--- src/rtl/tot_fine_encoder_pkg.sv ---
// Shared constants and bubble-status encodings for the TOT fine-phase encoder.
package tot_fine_encoder_pkg;

  localparam int TOT_CODE_W  = 21;
  localparam int TOT_BIN_W   = 6;
  localparam int TOT_NSTATES = 42;

  typedef enum logic [1:0] {
    BUB_NONE = 2'b00,
    BUB_OK   = 2'b01,
    BUB_FAIL = 2'b11
  } bubble_e;

endpackage

--- src/rtl/tot_popcount21.sv ---
// Combinational population count of a 21-bit word, built as a shallow adder tree.
module tot_popcount21
  import tot_fine_encoder_pkg::*;
(
  input  logic [TOT_CODE_W-1:0] code_i,
  output logic [4:0]            count_o
);

  logic [1:0] tripleSum [7];
  logic [2:0] pairSum [3];
  logic [3:0] quadSum;

  // First level: seven 3-bit groups, each summing to at most 3.
  for (genvar g = 0; g < 7; g++) begin : gTriple
    assign tripleSum[g] = {1'b0, code_i[3*g]} + {1'b0, code_i[3*g+1]} + {1'b0, code_i[3*g+2]};
  end

  for (genvar g = 0; g < 3; g++) begin : gPair
    assign pairSum[g] = {1'b0, tripleSum[2*g]} + {1'b0, tripleSum[2*g+1]};
  end

  assign quadSum = {1'b0, pairSum[0]} + {1'b0, pairSum[1]};
  assign count_o = {1'b0, quadSum} + {2'b00, pairSum[2]} + {3'b000, tripleSum[6]};

endmodule

--- src/rtl/tot_fine_encoder.sv ---
// Registered thermometer-to-binary fine-phase encoder for the TOT path with
// bubble detection against a programmable tolerance.
module tot_fine_encoder
  import tot_fine_encoder_pkg::*;
(
  input  logic                  clk,
  input  logic                  reset,
  input  logic [TOT_CODE_W-1:0] encode_In,
  input  logic [1:0]            level,
  output logic [TOT_BIN_W-1:0]  Binary_Out,
  output logic [1:0]            bubbleError
);

  logic [4:0]            onesCount;
  logic [4:0]            edgeCount;
  logic [TOT_CODE_W-1:0] edgeVec;
  logic [4:0]            extraEdges;
  logic [2:0]            tolerance;

  logic [TOT_BIN_W-1:0]  binOut_d, binOut_q;
  bubble_e               bubErr_d, bubErr_q;

  // Each set bit marks a tap whose value differs from the tap below it.
  assign edgeVec = {1'b0, encode_In[TOT_CODE_W-1:1] ^ encode_In[TOT_CODE_W-2:0]};

  tot_popcount21 uOnes (
    .code_i  (encode_In),
    .count_o (onesCount)
  );

  tot_popcount21 uEdges (
    .code_i  (edgeVec),
    .count_o (edgeCount)
  );

  always_comb begin
    binOut_d   = {1'b0, onesCount};
    bubErr_d   = BUB_NONE;
    extraEdges = (edgeCount == 5'd0) ? 5'd0 : edgeCount - 5'd1;
    tolerance  = (level == 2'd0) ? 3'd2 : {level, 1'b0};

    // Second half of the ring counts downward in ones; all-ones stays at 21.
    if (encode_In[TOT_CODE_W-1] && (onesCount != 5'd21)) begin
      binOut_d = TOT_BIN_W'(TOT_NSTATES) - {1'b0, onesCount};
    end

    if (extraEdges == 5'd0) begin
      bubErr_d = BUB_NONE;
    end else if (extraEdges > {2'b00, tolerance}) begin
      bubErr_d = BUB_FAIL;
    end else begin
      bubErr_d = BUB_OK;
    end
  end

  always_ff @(posedge clk) begin
    if (reset) begin
      binOut_q <= '0;
      bubErr_q <= BUB_NONE;
    end else begin
      binOut_q <= binOut_d;
      bubErr_q <= bubErr_d;
    end
  end

  assign Binary_Out  = binOut_q;
  assign bubbleError = bubErr_q;

endmodule

--- config.mk ---
export PLATFORM = sky130hd
export DESIGN_NAME = tot_fine_encoder
export DESIGN_NICKNAME = d
export VERILOG_FILES = /design/src/rtl/tot_fine_encoder_pkg.sv /design/src/rtl/tot_popcount21.sv /design/src/rtl/tot_fine_encoder.sv
export SDC_FILE = /design/constraint.sdc
export NUM_CORES = 1
export LEC_CHECK = 0
export BUFFER_PORTS_ARGS = -buffer_cell sky130_fd_sc_hd__buf_2
export CELL_PAD_IN_SITES_DETAIL_PLACEMENT = 0
export CELL_PAD_IN_SITES_GLOBAL_PLACEMENT = 1
export CORE_UTILIZATION = 46
export DETAILED_ROUTE_END_ITERATION = 8
export PLACE_DENSITY_LB_ADDON = 0.1
export RECOVER_POWER = 25
export SYNTH_ARGS = -nofsm -noshare
export SYNTH_HDL_FRONTEND = slang
export SYNTH_HIERARCHICAL = 1
export SYNTH_SLANG_ARGS = --single-unit
--- constraint.sdc ---
create_clock -name clk -period 13.23 [get_ports clk]
set_input_delay 1.9845 -clock clk [delete_from_list [all_inputs] [get_ports clk]]
set_output_delay 1.9845 -clock clk [all_outputs]
set_load 0.02 [all_outputs]
After elaboration in Yosys (flattened, before gate mapping)
Index checks and enable logic that the tools add are counted.
Widths: inputs -> output; s select.
- flip-flop bits (word level): 8
- latch bits: 0
- bits in writable memories: 0
- memory bits (read-only): 0
- input bits: 25
- output and inout bits: 8
- memories: 0
- add/sub/neg operators: 41
- multiply operators: 0
- div/mod/pow operators: 0
- $lt $le $gt $ge: 1
- equal/unequal tests: 1
- shift operators: 0
- multiplexer cells: 4
- bitwise gates (word level): 2
- reduce and logical (&&, ||, !) cells: 6
- operators with widths (kind ; count):
    $add 1x1->2 ; 14
    $add 2x1->2 ; 13
    $xor 20x20->20 ; 1
    $add 2x2->3 ; 6
    $add 4x3->5 ; 2
    $add 5x2->5 ; 2
    $logic_not 5->1 ; 2
    $mux 5 ; 2
    $add 3x3->4 ; 2
    $sub 6x5->6 const A ; 1
    $gt 5x3->1 ; 1
    $ne 5x5->1 const B ; 1
    $sub 5x1->5 const B ; 1
    $reduce_or 2->1 ; 2
    $mux 3 ; 1
    $logic_not 2->1 ; 1
    $mux 2 ; 1
    $logic_and 1x1->1 ; 1
    $not 1->1 ; 1

Depth between registers and ports, before layout
- depth after elaboration: 11
- depth in mapped cells: 21

Modules after synthesis
The synthesis kept the hierarchy.
- by module, submodules not included (module ; times used ; cells each ; area each (sq um) ; sequential area each (sq um)):
    tot_fine_encoder ; 1 ; 75 ; 646.9 ; 160.2
    tot_popcount21 (uEdges) ; 1 ; 65 ; 569.3 ; 0.0
    tot_popcount21 (uOnes) ; 1 ; 66 ; 568.0 ; 0.0

Worst setup path after synthesis
No wires, ideal clock.
- kind: input to register
- start point: in encode_In[0]
- end point: reg bubErr_q[1], in the netlist bubbleError[1]
- setup time: 0.070 ns
- data arrival time: 6.875 ns
- data required time: 13.160 ns
- path slack: 6.285 ns
- stages: 17
- path buffers: 0
- cell sequence: xor2_1 -> inv_1 -> fa_1 -> fa_1 -> fa_1 -> fa_1 -> fa_1 -> fa_1 -> fa_1 -> inv_1 -> inv_1 -> ha_1 -> and2b_1 -> a21o_2 -> ha_1 -> a311o_1 -> a21oi_1
- longest elaborated chain between the ends: 11
- RTL lines (what ; RTL line ; source):
    from (decl) ; tot_fine_encoder.sv:8 ; input logic [TOT_CODE_W-1:0] encode_In,
    $xor 20x20->20 (*) ; tot_fine_encoder.sv:24 ; assign edgeVec = {1'b0, encode_In[TOT_CODE_W-1:1] ^ encode_In[TOT_CODE_W-2:0]};
    $add 1x1->2 (*) ; tot_popcount21.sv:15 ; assign tripleSum[g] = {1'b0, code_i[3*g]} + {1'b0, code_i[3*g+1]} + {1'b0, code_i[3*g+2]};
    $add 2x1->2 (*) ; tot_popcount21.sv:15 ;
    $add 2x2->3 (*) ; tot_popcount21.sv:19 ; assign pairSum[g] = {1'b0, tripleSum[2*g]} + {1'b0, tripleSum[2*g+1]};
    $add 3x3->4 (*) ; tot_popcount21.sv:22 ; assign quadSum = {1'b0, pairSum[0]} + {1'b0, pairSum[1]};
    $add 4x3->5 (*) ; tot_popcount21.sv:23 ; assign count_o = {1'b0, quadSum} + {2'b00, pairSum[2]} + {3'b000, tripleSum[6]};
    $add 5x2->5 (*) ; tot_popcount21.sv:23 ;
    via edgeCount[1] ; tot_fine_encoder.sv:15 ; logic [4:0] edgeCount;
    $sub 5x1->5 or $logic_not 5->1 (tied branches) ; tot_fine_encoder.sv:39 ; extraEdges = (edgeCount == 5'd0) ? 5'd0 : edgeCount - 5'd1;
    $mux 5 (*) ; tot_fine_encoder.sv:39 ;
    $gt 5x3->1 or $logic_not 5->1 (tied branches) ; tot_fine_encoder.sv:49, tot_fine_encoder.sv:47 ;
    $mux 2 or $reduce_or 2->1 (tied branches) ; - ;
    to (signal assigned) ; tot_fine_encoder.sv:62 ; bubErr_q <= bubErr_d;
    to (decl) ; tot_fine_encoder.sv:21 ; bubble_e bubErr_d, bubErr_q;
The timed path passes the listed nets; every way through them passes the cells marked *.
A chain may end at the register's enable or synchronous reset.

Worst setup path after layout
- start point: in encode_In[1]
- end point: reg bubErr_q[1], in the netlist bubbleError[1]
- longest elaborated chain between the ends: 11
- RTL lines (what ; RTL line ; source):
    $xor 20x20->20 (*) ; tot_fine_encoder.sv:24 ;
    via edgeVec[0] ; tot_fine_encoder.sv:16 ; logic [TOT_CODE_W-1:0] edgeVec;
    $add 1x1->2 (*) ; tot_popcount21.sv:15 ;
    $add 2x1->2 (*) ; tot_popcount21.sv:15 ;
    $add 2x2->3 (*) ; tot_popcount21.sv:19 ;
    $add 3x3->4 (*) ; tot_popcount21.sv:22 ;
    $add 4x3->5 (*) ; tot_popcount21.sv:23 ;
    $add 5x2->5 (*) ; tot_popcount21.sv:23 ;
    via edgeCount[2] ; tot_fine_encoder.sv:15 ;
    $sub 5x1->5 or $logic_not 5->1 (tied branches) ; tot_fine_encoder.sv:39 ;
    $mux 5 (*) ; tot_fine_encoder.sv:39 ;
    $gt 5x3->1 or $logic_not 5->1 (tied branches) ; tot_fine_encoder.sv:49, tot_fine_encoder.sv:47 ;
    $mux 2 or $reduce_or 2->1 (tied branches) ; - ;
Marks and branches as above.

==> flow_metrics.env <==
export IMPL_outcome="completed"
export IMPL_numCtsBuffers=3
export IMPL_htree_levels=1
export IMPL_grt_pass1_wl_mm=5.51
export IMPL_cp_max_fo=5
export IMPL_ctsResizeCount=0
export IMPL_cp_required_ns=13.38
export IMPL_coreArea_mm2=0.00369
export IMPL_syn_area_per_cell_um2=8.66
export IMPL_diodes=0
export IMPL_first_iter_violations=55
export IMPL_final_max_slew_viol_count=0
export IMPL_vias=1275
export IMPL_ioPinCount=33
export IMPL_crit_type="in2reg"
export IMPL_syn_nets=278
export IMPL_wirelength_mm=2.85
export IMPL_fin_crit_ns=7.08
export IMPL_port_buffers=32
export IMPL_drive_above_1_share=0.149
export IMPL_synth_cell_types=30
export IMPL_cts_root_buf="clkbuf_8"
export IMPL_dpl_hpwl_mm=2.66
export IMPL_antenna_found_initial=0
export IMPL_synthTopCellsByArea="fa_1 (34%), inv_1 (18%), ha_1 (12%), xor2_1 (11%), dfxtp_1 (9.0%)"
export IMPL_yosysWarnings=6
export IMPL_hold_path_class="in2reg"
export IMPL_grt_overflow=0
export IMPL_clkSinkCount=8
export IMPL_post_place_ws_ns=5.88
export IMPL_period_share=0.535
export IMPL_grt_max_degree=9
export IMPL_num_nets_final=315
export IMPL_num_rows=22
export IMPL_die_h_um=64.3
export IMPL_max_cap_viol_count=0
export IMPL_dieArea_mm2=0.00413
export IMPL_fin_util=0.553
export IMPL_rsz0062_at_grt="no"
export IMPL_arrival_ns=7.23
export IMPL_yosysMostFrequentCell="inv_1"
export IMPL_syn_cell_area_mm2=0.00178
export IMPL_yosys_area_top_type="fa_1"
export IMPL_synth_ff_type="dfxtp_1"
export IMPL_crit_path_start_kind="input pin"
export IMPL_grt_usage=0.168
export IMPL_via_per_inst=4.41
export IMPL_finalSetupViolations=0
export IMPL_tns_ns=0
export IMPL_cp_end_kind="flop"
export IMPL_initial_core_util=0.484
export IMPL_antenna_left=0
export IMPL_ctsHoldBuffers=0
export IMPL_grt_pass1_vias=1335
export IMPL_synthToLayoutAreaGrowth_pct=14.4
export IMPL_cts_tree="yes"
export IMPL_avgRoutedWirePerCell_um=9.85
export IMPL_postSynth_asyncResetShare=0
export IMPL_fp_dieW_um=64.3
export IMPL_clockBufferDepth=2
export IMPL_gp_congestion=0.792
export IMPL_postCtsSetupBuffers=0
export IMPL_synth_seq_cells=8
export IMPL_first_pass_iters=4
export IMPL_setup_ws_ns=6.15
export IMPL_drc=0
export IMPL_clk_pin_slew_worst_paths_ns=0.04
export IMPL_synth_edf_count=0
export IMPL_hold_violations=0
export IMPL_synth_top_area_share=0.337
export IMPL_fmax_mhz=141
export IMPL_synth_cells=206
export IMPL_yosysSeqAreaShare=0.0898
export IMPL_synthTopCellsByCount="inv_1 (84), fa_1 (30), xor2_1 (23)"
[registers in the layout (all words and copies together) (netlist names)]
signal	count
Binary_Out	6
bubbleError	2
[cells in the final DEF (no fill, tap or decap)]
cell type  Yosys  routed
xor2_1        23      23
nor2_1         6       6
a32o_2         1       1
nand3b_1       1       1
ha_1          17      17
inv_1         84      84
o21bai_1       2       2
a311o_1        1       1
o211ai_1       1       1
xnor2_1        5       5
a21oi_1        6       6
nand2b_1       1       1
a2111oi_0      1       1
fa_1          30      30
a21o_2         1       1
conb_1         1       1
o31ai_1        1       1
clkbuf_1       0       4
a21oi_2        1       1
clkbuf_8       0       3
a221oi_2       1       1
a31oi_1        2       2
nand2_1        1       1
nand3_1        1       1
and2b_1        1       1
nor4b_1        1       1
o21ai_0        3       3
or2_2          1       1
buf_2          0      28
dfxtp_1        8       8
a21o_1         1       1
nand4b_1       1       1
nor2b_1        2       2
[worst paths after layout]
check	to	cells past startpoint	start
max	bubbleError[1]	16	encode_In[1]
min	Binary_Out[0]	2	reset
[critical path, cell delays in order]
cell	delay (ns)
buf_2	0.12
xor2_1	0.14
inv_1	0.07
fa_1	0.58
fa_1	0.45
fa_1	0.49
fa_1	0.53
fa_1	0.42
fa_1	0.42
fa_1	0.42
xnor2_1	0.37
and2b_1	0.26
a21o_2	0.22
ha_1	0.28
a311o_1	0.34
a21oi_1	0.14
[through the flow]
stage | cells | cell area [µm²] | hold WS (ns)
CTS | 289 | 2050 | 2.03
detailed placement | 286 | 2000 | 2.26
floorplan | 206 | 1780 | 2.05
global placement | 286 | 2000 | 2.26
finish | 289 | 2040 | 2.03
global route | 289 | 2040 | 2.04
[routing by layer]
layer	vias to the layer above	share of wire	GRT usage	wire, µm
met4	0	0.0049	0.0333	14
met1	584	0.49	0.232	1410
met5	-	0	0	0
met2	34	0.44	0.282	1260
met3	2	0.057	0.0196	163
li1	655	-	-	-
[logic make-up after synthesis]
family / share of synthesized area
XOR/XNOR: 0.137
flip-flops: 0.0898
AND/OR/NAND/NOR: 0.0498
AO/OA/AOI/OAI: 0.0884
buffers and inverters: 0.177
other: 0.00210
adder cells (fa/ha/maj): 0.456
[cell type report]
type | count | area (µm²)
inverter | 84 | 315
timing repair buffer | 32 | 155
fill | 365 | 1650
multi-input combinational | 114 | 1310
tap | 48 | 60.1
sequential | 8 | 160
clock buffer | 3 | 41.3
Power is left out: the tool's default activity adds up to more than one toggle a clock period on the data nets, which glitch-free logic cannot reach.
